--- config.mk ---
export PLATFORM = sky130hd
export DESIGN_NAME = apb_requester
export DESIGN_NICKNAME = d
export VERILOG_FILES = /design/src/rtl/apb_requester.sv
export SDC_FILE = /design/constraint.sdc
export NUM_CORES = 1
export LEC_CHECK = 0
export ABC_AREA = 1
export CORE_MARGIN = 2
export CORE_UTILIZATION = 42
export DETAILED_ROUTE_END_ITERATION = 6
export PLACE_DENSITY = 0.81
export SYNTH_ARGS = -nofsm -noshare
export SYNTH_HDL_FRONTEND = slang
export SYNTH_SLANG_ARGS = --single-unit
--- constraint.sdc ---
create_clock -name pclk_i -period 4.7 [get_ports pclk_i]
set_input_delay 0.94 -clock pclk_i [delete_from_list [all_inputs] [get_ports pclk_i]]
set_output_delay 0.94 -clock pclk_i [all_outputs]
set_load 0.03 [all_outputs]
--- src/rtl/apb_requester.sv ---
// apb_requester: single-outstanding APB3 initiator with wait-state timeout.
// Ports: cmd_* request in, rsp_* response out, p* APB bus, busy_o status.
module apb_requester #(
  parameter int ADDR_W  = 32,
  parameter int DATA_W  = 32,
  parameter int TIMEOUT = 16
) (
  input  logic              pclk_i,
  input  logic              prst_i,
  input  logic              cmd_valid_i,
  output logic              cmd_ready_o,
  input  logic              cmd_write_i,
  input  logic [ADDR_W-1:0] cmd_addr_i,
  input  logic [DATA_W-1:0] cmd_wdata_i,
  output logic              rsp_valid_o,
  input  logic              rsp_ready_i,
  output logic [DATA_W-1:0] rsp_rdata_o,
  output logic              rsp_timeout_o,
  output logic              busy_o,
  output logic              psel_o,
  output logic              penable_o,
  output logic              pwrite_o,
  output logic [ADDR_W-1:0] paddr_o,
  output logic [DATA_W-1:0] pwdata_o,
  input  logic [DATA_W-1:0] prdata_i,
  input  logic              pready_i
);

  // Keep the counter at least one bit wide when the timeout is disabled.
  localparam int CW = (TIMEOUT > 0) ? $clog2(TIMEOUT + 1) : 1;
  localparam bit TO_EN = (TIMEOUT > 0);
  localparam logic [CW-1:0] CNT_MAX = '1;
  localparam logic [CW-1:0] CNT_LAST =
    TO_EN ? CW'(TIMEOUT - 1) : '0;

  typedef enum logic [1:0] {
    S_IDLE,
    S_SETUP,
    S_ACCESS,
    S_RESP
  } state_t;

  state_t state_q, state_d;

  logic [CW-1:0]     cnt_q, cnt_d;
  logic              psel_q, psel_d;
  logic              penable_q, penable_d;
  logic              pwrite_q, pwrite_d;
  logic [ADDR_W-1:0] paddr_q, paddr_d;
  logic [DATA_W-1:0] pwdata_q, pwdata_d;
  logic              rsp_valid_q, rsp_valid_d;
  logic [DATA_W-1:0] rsp_rdata_q, rsp_rdata_d;
  logic              rsp_to_q, rsp_to_d;

  logic to_hit;

  assign to_hit = TO_EN && (cnt_q == CNT_LAST);

  always_ff @(posedge pclk_i or posedge prst_i) begin
    if (prst_i) begin
      state_q     <= S_IDLE;
      cnt_q       <= '0;
      psel_q      <= 1'b0;
      penable_q   <= 1'b0;
      pwrite_q    <= 1'b0;
      paddr_q     <= '0;
      pwdata_q    <= '0;
      rsp_valid_q <= 1'b0;
      rsp_rdata_q <= '0;
      rsp_to_q    <= 1'b0;
    end else begin
      state_q     <= state_d;
      cnt_q       <= cnt_d;
      psel_q      <= psel_d;
      penable_q   <= penable_d;
      pwrite_q    <= pwrite_d;
      paddr_q     <= paddr_d;
      pwdata_q    <= pwdata_d;
      rsp_valid_q <= rsp_valid_d;
      rsp_rdata_q <= rsp_rdata_d;
      rsp_to_q    <= rsp_to_d;
    end
  end

  always_comb begin
    state_d     = state_q;
    cnt_d       = cnt_q;
    psel_d      = psel_q;
    penable_d   = penable_q;
    pwrite_d    = pwrite_q;
    paddr_d     = paddr_q;
    pwdata_d    = pwdata_q;
    rsp_valid_d = rsp_valid_q;
    rsp_rdata_d = rsp_rdata_q;
    rsp_to_d    = rsp_to_q;
    unique case (state_q)
      S_IDLE: begin
        if (cmd_valid_i) begin
          paddr_d  = cmd_addr_i;
          pwrite_d = cmd_write_i;
          pwdata_d = cmd_wdata_i;
          psel_d   = 1'b1;
          state_d  = S_SETUP;
        end
      end
      S_SETUP: begin
        penable_d = 1'b1;
        cnt_d     = '0;
        state_d   = S_ACCESS;
      end
      S_ACCESS: begin
        if (pready_i) begin
          rsp_rdata_d = pwrite_q ? '0 : prdata_i;
          rsp_to_d    = 1'b0;
          rsp_valid_d = 1'b1;
          psel_d      = 1'b0;
          penable_d   = 1'b0;
          state_d     = S_RESP;
        end else if (to_hit) begin
          rsp_rdata_d = '0;
          rsp_to_d    = 1'b1;
          rsp_valid_d = 1'b1;
          psel_d      = 1'b0;
          penable_d   = 1'b0;
          state_d     = S_RESP;
        end else if (cnt_q != CNT_MAX) begin
          cnt_d = cnt_q + CW'(1);
        end
      end
      S_RESP: begin
        if (rsp_ready_i) begin
          rsp_valid_d = 1'b0;
          state_d     = S_IDLE;
        end
      end
    endcase
  end

  // Gated by reset so the issuer sees no ready while reset is held.
  assign cmd_ready_o   = (state_q == S_IDLE) && !prst_i;
  assign busy_o        = (state_q != S_IDLE);
  assign psel_o        = psel_q;
  assign penable_o     = penable_q;
  assign pwrite_o      = pwrite_q;
  assign paddr_o       = paddr_q;
  assign pwdata_o      = pwdata_q;
  assign rsp_valid_o   = rsp_valid_q;
  assign rsp_rdata_o   = rsp_rdata_q;
  assign rsp_timeout_o = rsp_to_q;

endmodule

* Word-level counts from Yosys, hierarchy flattened *
Cells that the tools add are included.

cells by class
  add/sub/neg operators = 1
  eq/ne operators = 11
  multiplexer cells = 22
  reduce and logical (&&, ||, !) cells = 15

operator list
  cell                 count
  $mux 32              3
  $mux 5               3
  $ne 2x2->1 const B   5
  $pmux 5 s2           1
  $reduce_bool 2->1    5
  $reduce_and 3->1     3
  $mux 2               4
  $pmux 2 s4           1
  $mux 1               7
  $pmux 1 s2           3
  $reduce_and 2->1     3
  $add 5x1->5 const B  1
  $eq 5x4->1 const B   1
  $ne 5x5->1 const B   1
  $eq 2x2->1 const B   2
  $reduce_and 4->1     1
  $ne 3x3->1 const B   1
  $eq 2x1->1 const B   1
  $logic_not 2->1      1
  $logic_and 1x1->1    1
  $logic_not 1->1      1

storage, ports and cells
  register bits = 108
  input port bits = 102
  output and inout port bits = 103
  word-level logic and storage cells = 59

* Logic depth before layout (Yosys ltp) *
  depth after elaboration = 5
  gate-level depth with buffers = 11
  gate-level depth less buffers = 11

* Worst setup path before layout *
Ideal clock, no wire load.

  path kind = in2out
  start = input prst_i
  end = output cmd_ready_o
  arrival time = 1353 ps
  required time = 3760 ps
  slack = 2407 ps
  stages = 1
  buffers on the path = 0
  cells stage by stage = nor2_1

between the ends
  cells in the longest elaborated chain, start to end = 2

RTL lines
  element            line  text
  start, declared    9     input logic prst_i,
  $logic_not 1->1    140   assign cmd_ready_o = (state_q == S_IDLE) && !prst_i;
  $logic_and 1x1->1  140
  end, declared      11    output logic cmd_ready_o,

No other way between the ends.

* Final worst setup path *
Ends and elaborated chain as after synthesis.

==> results.cfg <==
[clocking]
post_cts_resized = 0
postCtsSetupBuffers = 0
htreeDepth = 3
cts_sinks = 108
cts-root-buf = clkbuf_8
postCtsHoldBufs = 0
clk_latency_ns = 0.36
path_clk_slew_ns = 0.09
cts_tree = done
cts_buffers = 9
clk_path_buf_depth = 2

[worst_setup_path]
reg2reg_depth = 4
path_class = in -> out
r2r_end = paddr_o[30]
cp-end-kind = primary output
r2r_setup_slack_ns = 2.50
worst-path-max-fanout = 2
cp_data_arrival_time_ns = 2.20
crit_path_start_kind = input port
reg2reg_from = state_q[0]
required_ns = 3.76

[grt]
antenna_found_initial = 0
grt-ovfl-total = 0
grt_max_degree = 71
grt_pass1_wl_um = 17300
grt_pass1_vias = 3480
grtUsageTotal_pct = 19.07

[detailed_routing]
ant_nets = 0
avgRoutedWirePerCell_um = 15.71
drt-total-wl_um = 11060
drc = 0
drt-pass1-iter-count = 5
first_iter_violations = 156
vias = 3301
viasPerCell = 4.689

[floorplanning]
ioPinCount = 205
rows = 38
fp.dieArea_um2 = 11730
coreArea_um2 = 10750
die_w_um = 108.3
die_h_um = 108.3
start_util_pct = 42.51

[cells_and_area]
antenna_cells = 0
final_cells = 704
final_layout_size_suffix_gt1_share_pct = 18.44
postLayoutCellArea_um2 = 6872
area_delta_synth_final_pct = 50.42
layout_commonest_cell = clkdlybuf4s50_1
final_cell_mix = clkdlybuf4s50_1, dfrtp_1, nand2_1
fin_nets = 671

[hold_path]
min_path_cells = 2
min_from = rsp_rdata_o[5]
min_to = rsp_rdata_o[5]
min_path_type = reg -> reg

[logic_synthesis]
ys_ff_latch = 108
synth_area_um2 = 4568
syn_nets = 467
synthArstFlopShare_pct = 100.0
synth_cells = 357
synth_area_per_cell_um2 = 12.80
synth_top_area_share_pct = 59.16
synth_top_area_cell = dfrtp_1
synth_edf_count = 0
ys_seq_area_share_pct = 59.16
synthFlopType = dfrtp_1
synth_cell_types = 20
yosys-top-cells-area = dfrtp_1, mux2_4, mux2_2
yosysWarnings = 0

[power]
ir_drop_v = 0.0004852
power.density_nw_per_um2 = 706.8
p_leak_nw = 3.211
power_mw = 4.857

[place]
place_ws_ns = 1.571
placedCellCount = 690
place.gp.congestion = 0.8433
dp_hpwl_um = 8147
portBuffers = 204
place_area_um2 = 6695

[sta]
slew_headroom_pct = 26.47
finalHoldViolCount = 0
period_share_pct = 66.74
skew_ns = 0.01142
worst_slack_ns = 1.563
setup_viol = 0
tightest_slew_ns = 1.103
fin_crit_ns = 3.137
tns_ns = 0
rsz0062_at_grt = false
maxSlewViolCount = 0
max_freq_ghz = 0.3188

[run]
drv_cap = 0

[status]
status = finished clean
[registers in the layout, summed over array words and instances (netlist names), 2 cells and up]
name / cells
cnt_q: 5
state_q: 2
rsp_rdata_o: 32
paddr_o: 32
pwdata_o: 32
[cell usage after synthesis, drive strengths merged, types with 6 or more instances]
master and instances:
buf 14, nand2 54, nor2 7, ha 8, o21ai 41, dfrtp 108
nand3 6, inv 48, mux2 65
[metrics by stage]
| step | util, % | hold slack [ns] |
|---|---|---|
| floorplan | - | 0.4895 |
| global placement | 62.31 | 0.4647 |
| detailed placement | 62.31 | 0.4684 |
| CTS | 63.95 | 0.4940 |
| global route | 63.95 | 0.5127 |
| finish | 63.95 | 0.4887 |
[power by group]
part	switching (mW)	leakage (nW)	internal [mW]
logic	1.45	1.80	1.29
registers	0.234	1.32	1.35
clock network	0.298	0.0876	0.231
total	1.98	3.21	2.87
[logic make-up (layout without fill, tap and decap cells)]
kind of cell / Yosys count / after routing / synth area share, %
AOI/OAI and AO/OA: 44 / 44 / 6.601
adders and majority gates: 8 / 8 / 2.191
buffers and inverters: 62 / 269 / 6.628
DFF: 108 / 108 / 59.16
muxes: 65 / 65 / 19.23
and+or+nand+nor: 70 / 70 / 6.190
[final cells by class]
class	count	area, um^2
timing repair buffer	207	2064
clock buffer	13	168.9
multi-input combinational	187	1570
clock inverter	1	7.507
fill	857	3874
tap	140	175.2
sequential	108	2703
inverter	48	182.7
[worst max-delay path, cell delays in order]
cell and delay (ns):
clkdlybuf4s50_1 0.46, nor2_1 0.12, clkdlybuf4s50_1 0.67
[layer usage]
| metal | up-vias | part of all wire, % | GRT usage (%) |
|---|---|---|---|
| met5 | - | 0 | 0 |
| met4 | 0 | 1.1 | 5.952 |
| met3 | 11 | 7.3 | 5.425 |
| met2 | 122 | 52 | 33.11 |
| met1 | 1617 | 40 | 22.97 |
| li1 | 1551 | - | - |
[worst max-delay path by stage]
stage,slack (ns),cells past startpoint,start,end
3_5_place_dp,1.57,3,prst_i,cmd_ready_o
4_1_cts,1.56,3,prst_i,cmd_ready_o
3_3_place_gp,1.56,3,prst_i,cmd_ready_o
2_1_floorplan,0.91,1,prst_i,cnt_q[0]
6_report,1.56,3,prst_i,cmd_ready_o
5_1_grt,1.50,3,prst_i,cmd_ready_o
Power figures use the tool's default switching activity.
